## config.mk

```make
export PLATFORM = sky130hd
export DESIGN_NAME = msk_rcon_sched
export DESIGN_NICKNAME = d
export VERILOG_FILES = /design/src/rtl/msk_rcon_sched.sv
export SDC_FILE = /design/constraint.sdc
export NUM_CORES = 1
export LEC_CHECK = 0
export CAP_MARGIN = 20
export CORE_ASPECT_RATIO = 1.1
export CORE_UTILIZATION = 25
export DETAILED_ROUTE_END_ITERATION = 7
export SYNTH_ARGS = -nofsm -noshare
export SYNTH_HDL_FRONTEND = slang
export SYNTH_SLANG_ARGS = --single-unit
```

## constraint.sdc

```tcl
create_clock -name clk -period 3.8 [get_ports clk]
set_input_delay 0.38 -clock clk [delete_from_list [all_inputs] [get_ports clk]]
set_output_delay 0.38 -clock clk [all_outputs]
set_load 0.05 [all_outputs]
```

## src/rtl/msk_rcon_sched.sv

```systemverilog
// Masked AES-style round-constant sequencer: emits NR xtime-chained constants, share d-1 carries the value.
// Constant valid 1 cycle after start, one per cycle under rc_ready; rc_valid stalls hold rc_out/rc_idx.
module msk_rcon_sched #(
  parameter int             d       = 2,
  parameter int             W       = 8,
  parameter int             NR      = 12,
  parameter logic [W-1:0]   RC_INIT = W'(8'h01)
) (
  input  logic             clk,
  input  logic             rst_n,
  input  logic             start,
  input  logic             abort,
  output logic             busy,
  output logic             done,
  output logic             rc_valid,
  input  logic             rc_ready,
  output logic [W*d-1:0]   rc_out,
  output logic [3:0]       rc_idx
);

  localparam logic [1:0] IDLE = 2'd0;
  localparam logic [1:0] RUN  = 2'd1;
  localparam logic [1:0] DONE = 2'd2;

  localparam logic [3:0]   LAST = 4'(NR - 1);
  localparam logic [W-1:0] POLY = W'(8'h1B);

  logic [1:0]     state;
  logic [W-1:0]   rc_reg;
  logic [W-1:0]   rc_next;
  logic [3:0]     idx;
  logic [W*d-1:0] rc_enc;

  // GF(2^W) doubling of the current constant.
  always_comb begin
    rc_next = {rc_reg[W-2:0], 1'b0};
    if (rc_reg[W-1]) begin
      rc_next = rc_next ^ POLY;
    end
  end

  always_ff @(posedge clk or negedge rst_n) begin
    if (!rst_n) begin
      state  <= IDLE;
      rc_reg <= RC_INIT;
      idx    <= 4'd0;
    end else begin
      case (state)
        IDLE: begin
          if (start && !abort) begin
            state  <= RUN;
            rc_reg <= RC_INIT;
            idx    <= 4'd0;
          end
        end
        RUN: begin
          // abort wins over a same-cycle handshake
          if (abort) begin
            state  <= IDLE;
            rc_reg <= RC_INIT;
            idx    <= 4'd0;
          end else if (rc_ready) begin
            if (idx == LAST) begin
              state <= DONE;
              idx   <= 4'd0;
            end else begin
              rc_reg <= rc_next;
              idx    <= idx + 4'd1;
            end
          end
        end
        DONE: begin
          state  <= IDLE;
          rc_reg <= RC_INIT;
          idx    <= 4'd0;
        end
        default: begin
          state  <= IDLE;
          rc_reg <= RC_INIT;
          idx    <= 4'd0;
        end
      endcase
    end
  end

  // Trivial masking: top share holds the bit, lower shares are zero.
  for (genvar i = 0; i < W; i++) begin : g_enc
    assign rc_enc[i*d +: d] = {rc_reg[i], {(d-1){1'b0}}};
  end

  assign rc_valid = (state == RUN);
  assign busy     = (state == RUN) || (state == DONE);
  assign done     = (state == DONE);
  assign rc_out   = rc_valid ? rc_enc : '0;
  assign rc_idx   = rc_valid ? idx : 4'd0;

endmodule
```

==> impl_metrics.csv <==
group,metric,value,unit
floorplan,die_x,60.2,µm
global_route,grt_max_degree,18,
placement,placed_cell_area,1130,µm²
power,p_leak,0.547,nW
setup_path,end_kind,"primary output",
setup_path,arrival,2.20,ns
sta,maxSlewViolCount,0,
floorplan,rows,22,
detailed_routing,wl_met3,80,µm
placement,hpwl,1.34,mm
floorplan,die_h,66.0,µm
detailed_routing,ant_nets,0,
detailed_routing,highest_layer,"met4",
detailed_routing,routedWlPerCell,11.9,µm
power,peakVddDrop,0.251,mV
sta,fmax,0.388,GHz
clock_network,clk_pin_slew,0.09,ns
clock_network,cts_tree,"done",
clock_network,cts_root_buffer,"clkbuf_4",
placement,place_ws,1.49,ns
detailed_routing,drtIter0Drc,4,
global_route,grt_antenna_before_repair,0,
synthesis,synth_cell_types,35,
synthesis,synth-async-reset-ratio,1.00,
detailed_routing,viasPerCell,4.54,
sta,report.final.setup_viol,0,
cells_and_area,antenna_cells,0,
sta,timing.setup.tns,0,ns
detailed_routing,drt_pre_antenna_iters,4,
synthesis,yosysWarnings,0,
min_path,hp-class,"primary input to asynchronous set/reset pin",
detailed_routing,wl_met1,824,µm
placement,place.gp.congestion,0.731,
power,power_density,548,nW/µm²
cells_and_area,final_cells,152,
cells_and_area,drive_above_1_share,0.135,
synthesis,synth_edf_count,0,
clock_network,clock_sinks,14,
sta,hold_violations,0,
outcome,outcome,"completed",
placement,dp.cells,148,
sta,finalWorstSetupSlack,1.22,ns
sta,rsz0062_at_grt,"false",
synthesis,ys_ff_latch,14,
setup_path,criticalPathCategory,"register to primary output",
floorplan,coreArea,3440,µm²
floorplan,io-pin-count,28,
sta,post-route-min-period,2.58,ns
cells_and_area,fin_area,1170,µm²
synthesis,synth.avg_cell_area,11.0,µm²
setup_path,crit_required,3.42,ns
synthesis,syn_area,932,µm²
detailed_routing,dr_total_vias,690,
cells_and_area,fill_cells,368,
cells_and_area,area_delta_synth_final,25.5,%
setup_path,cp-start-kind,"register",
clock_network,htree_levels,1,
placement,portBuffers,19,
sta,fin_crit_sh,0.679,
clock_network,cts_setup_buffers,0,
sta,worst_slew_margin_rel,0.587,
synthesis,yosysSeqAreaShare,0.377,
clock_network,worstSkewPairLatency,0.28,ns
global_route,globalRouteOverflowTotal,0,
detailed_routing,drc,0,
detailed_routing,wl_met2,858,µm
sta,fin_skew,0.00323,ns
clock_network,max-clock-path-buffers,2,
cells_and_area,fin_nets,114,
synthesis,synthCells,85,
global_route,grt_usage,0.103,
floorplan,dieArea,3980,µm²
global_route,grt_pass1_wl,3.06,mm
detailed_routing,wl,1.81,mm
floorplan,initial_utilization,0.271,
clock_network,cts_resized,0,
setup_path,crit_fanout,17,
sta,hold_slack,0.475,ns
sta,worst_pin_slew,0.617,ns
synthesis,synth_flop_cell,"dfrtp_1",
clock_network,cts_buffers,3,
cells_and_area,largest_register_ffs,8,
global_route,grt_pass1_vias,699,
clock_network,cts_hold_buffers,0,
run,max_cap_violations,0,
==> critical path: stages, from the launching register on <==
cell and delay (ns):
dfrtp_1 0.39, inv_1 0.09, ha_1 0.43, and2_1 0.20
clkdlybuf4s50_1 0.80
==> area by class of cell <==
type	count	area, µm²	area share
Timing Repair Buffer	19	190	0.163
Inverter	6	22.5	0.0193
Clock buffer	4	36.3	0.0310
Tap cell	48	60.1	0.0513
Multi-Input combinational cell	61	509	0.435
Sequential cell	14	352	0.301
==> report_power, final <==
group | switching [W] | leakage, nW | internal [W] | total, W
Sequential | 0.0000193 | 0.189 | 0.000172 | 0.000191
Clock | 0.0000498 | 0.0210 | 0.0000583 | 0.000108
Combinational | 0.000224 | 0.337 | 0.000118 | 0.000342
==> routing by layer <==
metal | track usage | vias to the layer above
met3 | 0.0235 | 5
met1 | 0.125 | 332
met2 | 0.162 | 23
li1 | - | 330
met4 | 0.0610 | 0
met5 | 0 | -
==> logic make-up (layout without fill, tap and decap cells) <==
kind of cell / count (synthesis) / after routing / synth area share
buffers and inverters: 17 / 29 / 0.105
other: 1 / 8 / 0.00402
xor gates and xnor gates: 3 / 3 / 0.0282
AOI/OAI and AO/OA: 19 / 19 / 0.207
and+or+nand+nor: 24 / 24 / 0.193
DFF: 14 / 14 / 0.377
muxes: 3 / 3 / 0.0322
adders and majority gates: 4 / 4 / 0.0537
==> layout by cell type, fill, tap and decap left out <==
cell | synthesis | final
nor2b_2 | 1 | 1
nand4_1 | 1 | 1
ha_1 | 4 | 4
a221oi_2 | 1 | 1
or3b_4 | 1 | 1
o211ai_1 | 1 | 1
a211o_1 | 1 | 1
clkdlybuf4s50_1 | 0 | 19
nor2b_1 | 1 | 1
nand2b_1 | 1 | 1
inv_1 | 5 | 5
o221ai_1 | 1 | 1
clkbuf_8 | 0 | 1
and4b_1 | 1 | 1
dfrtp_1 | 13 | 13
nand3b_4 | 1 | 1
conb_1 | 1 | 8
nand3_1 | 1 | 1
o2111ai_1 | 2 | 2
and2_1 | 12 | 12
a32o_1 | 1 | 1
a21oi_2 | 1 | 1
nor3b_2 | 1 | 1
nor3b_1 | 1 | 1
xor2_1 | 3 | 3
a22o_1 | 7 | 7
mux2i_1 | 3 | 3
dfstp_2 | 1 | 1
o221ai_4 | 1 | 1
a22oi_1 | 1 | 1
clkbuf_4 | 0 | 3
o2111a_2 | 1 | 1
a2bb2oi_1 | 1 | 1
nand2_1 | 1 | 1
or2b_1 | 1 | 1
inv_2 | 1 | 1
==> per-stage QoR <==
step,total power [W],util
6_report,0.000641,0.340
5_1_grt,0.000679,0.340
4_1_cts,0.000653,0.340
3_5_place_dp,0.000543,0.329
3_3_place_gp,0.000536,0.329
2_1_floorplan,0.000462,-
==> Yosys cell counts (2+ instances only) <==
cell type	n	area [µm²]
dfrtp_1	13	325
and2_1	12	75.1
buf_4	9	67.6
a22o_1	7	61.3
inv_1	5	18.8
ha_1	4	50.1
mux2i_1	3	30.0
xor2_1	3	26.3
clkbuf_1	2	7.51
o2111ai_1	2	17.5
==> worst paths after layout <==
kind                                        from               endpoint  slack, ns  depth (start not counted)
min reg2reg                rc_reg[0]$_DFFE_PN1P_  rc_reg[0]$_DFFE_PN1P_       0.48                          2
max reg2reg                 state[1]$_DFFE_PN0P_  rc_reg[6]$_DFFE_PN0P_       1.78                          5
min in group clk           rc_reg[0]$_DFFE_PN1P_  rc_reg[0]$_DFFE_PN1P_       0.48                          2
min                                        rst_n  rc_reg[5]$_DFFE_PN0P_       0.47                          1
max                         state[1]$_DFFE_PN0P_              rc_idx[0]       1.22                          4
max in group asynchronous                  rst_n   state[1]$_DFFE_PN0P_       2.92                          1
No activity file was read; power rests on OpenSTA's default activity.
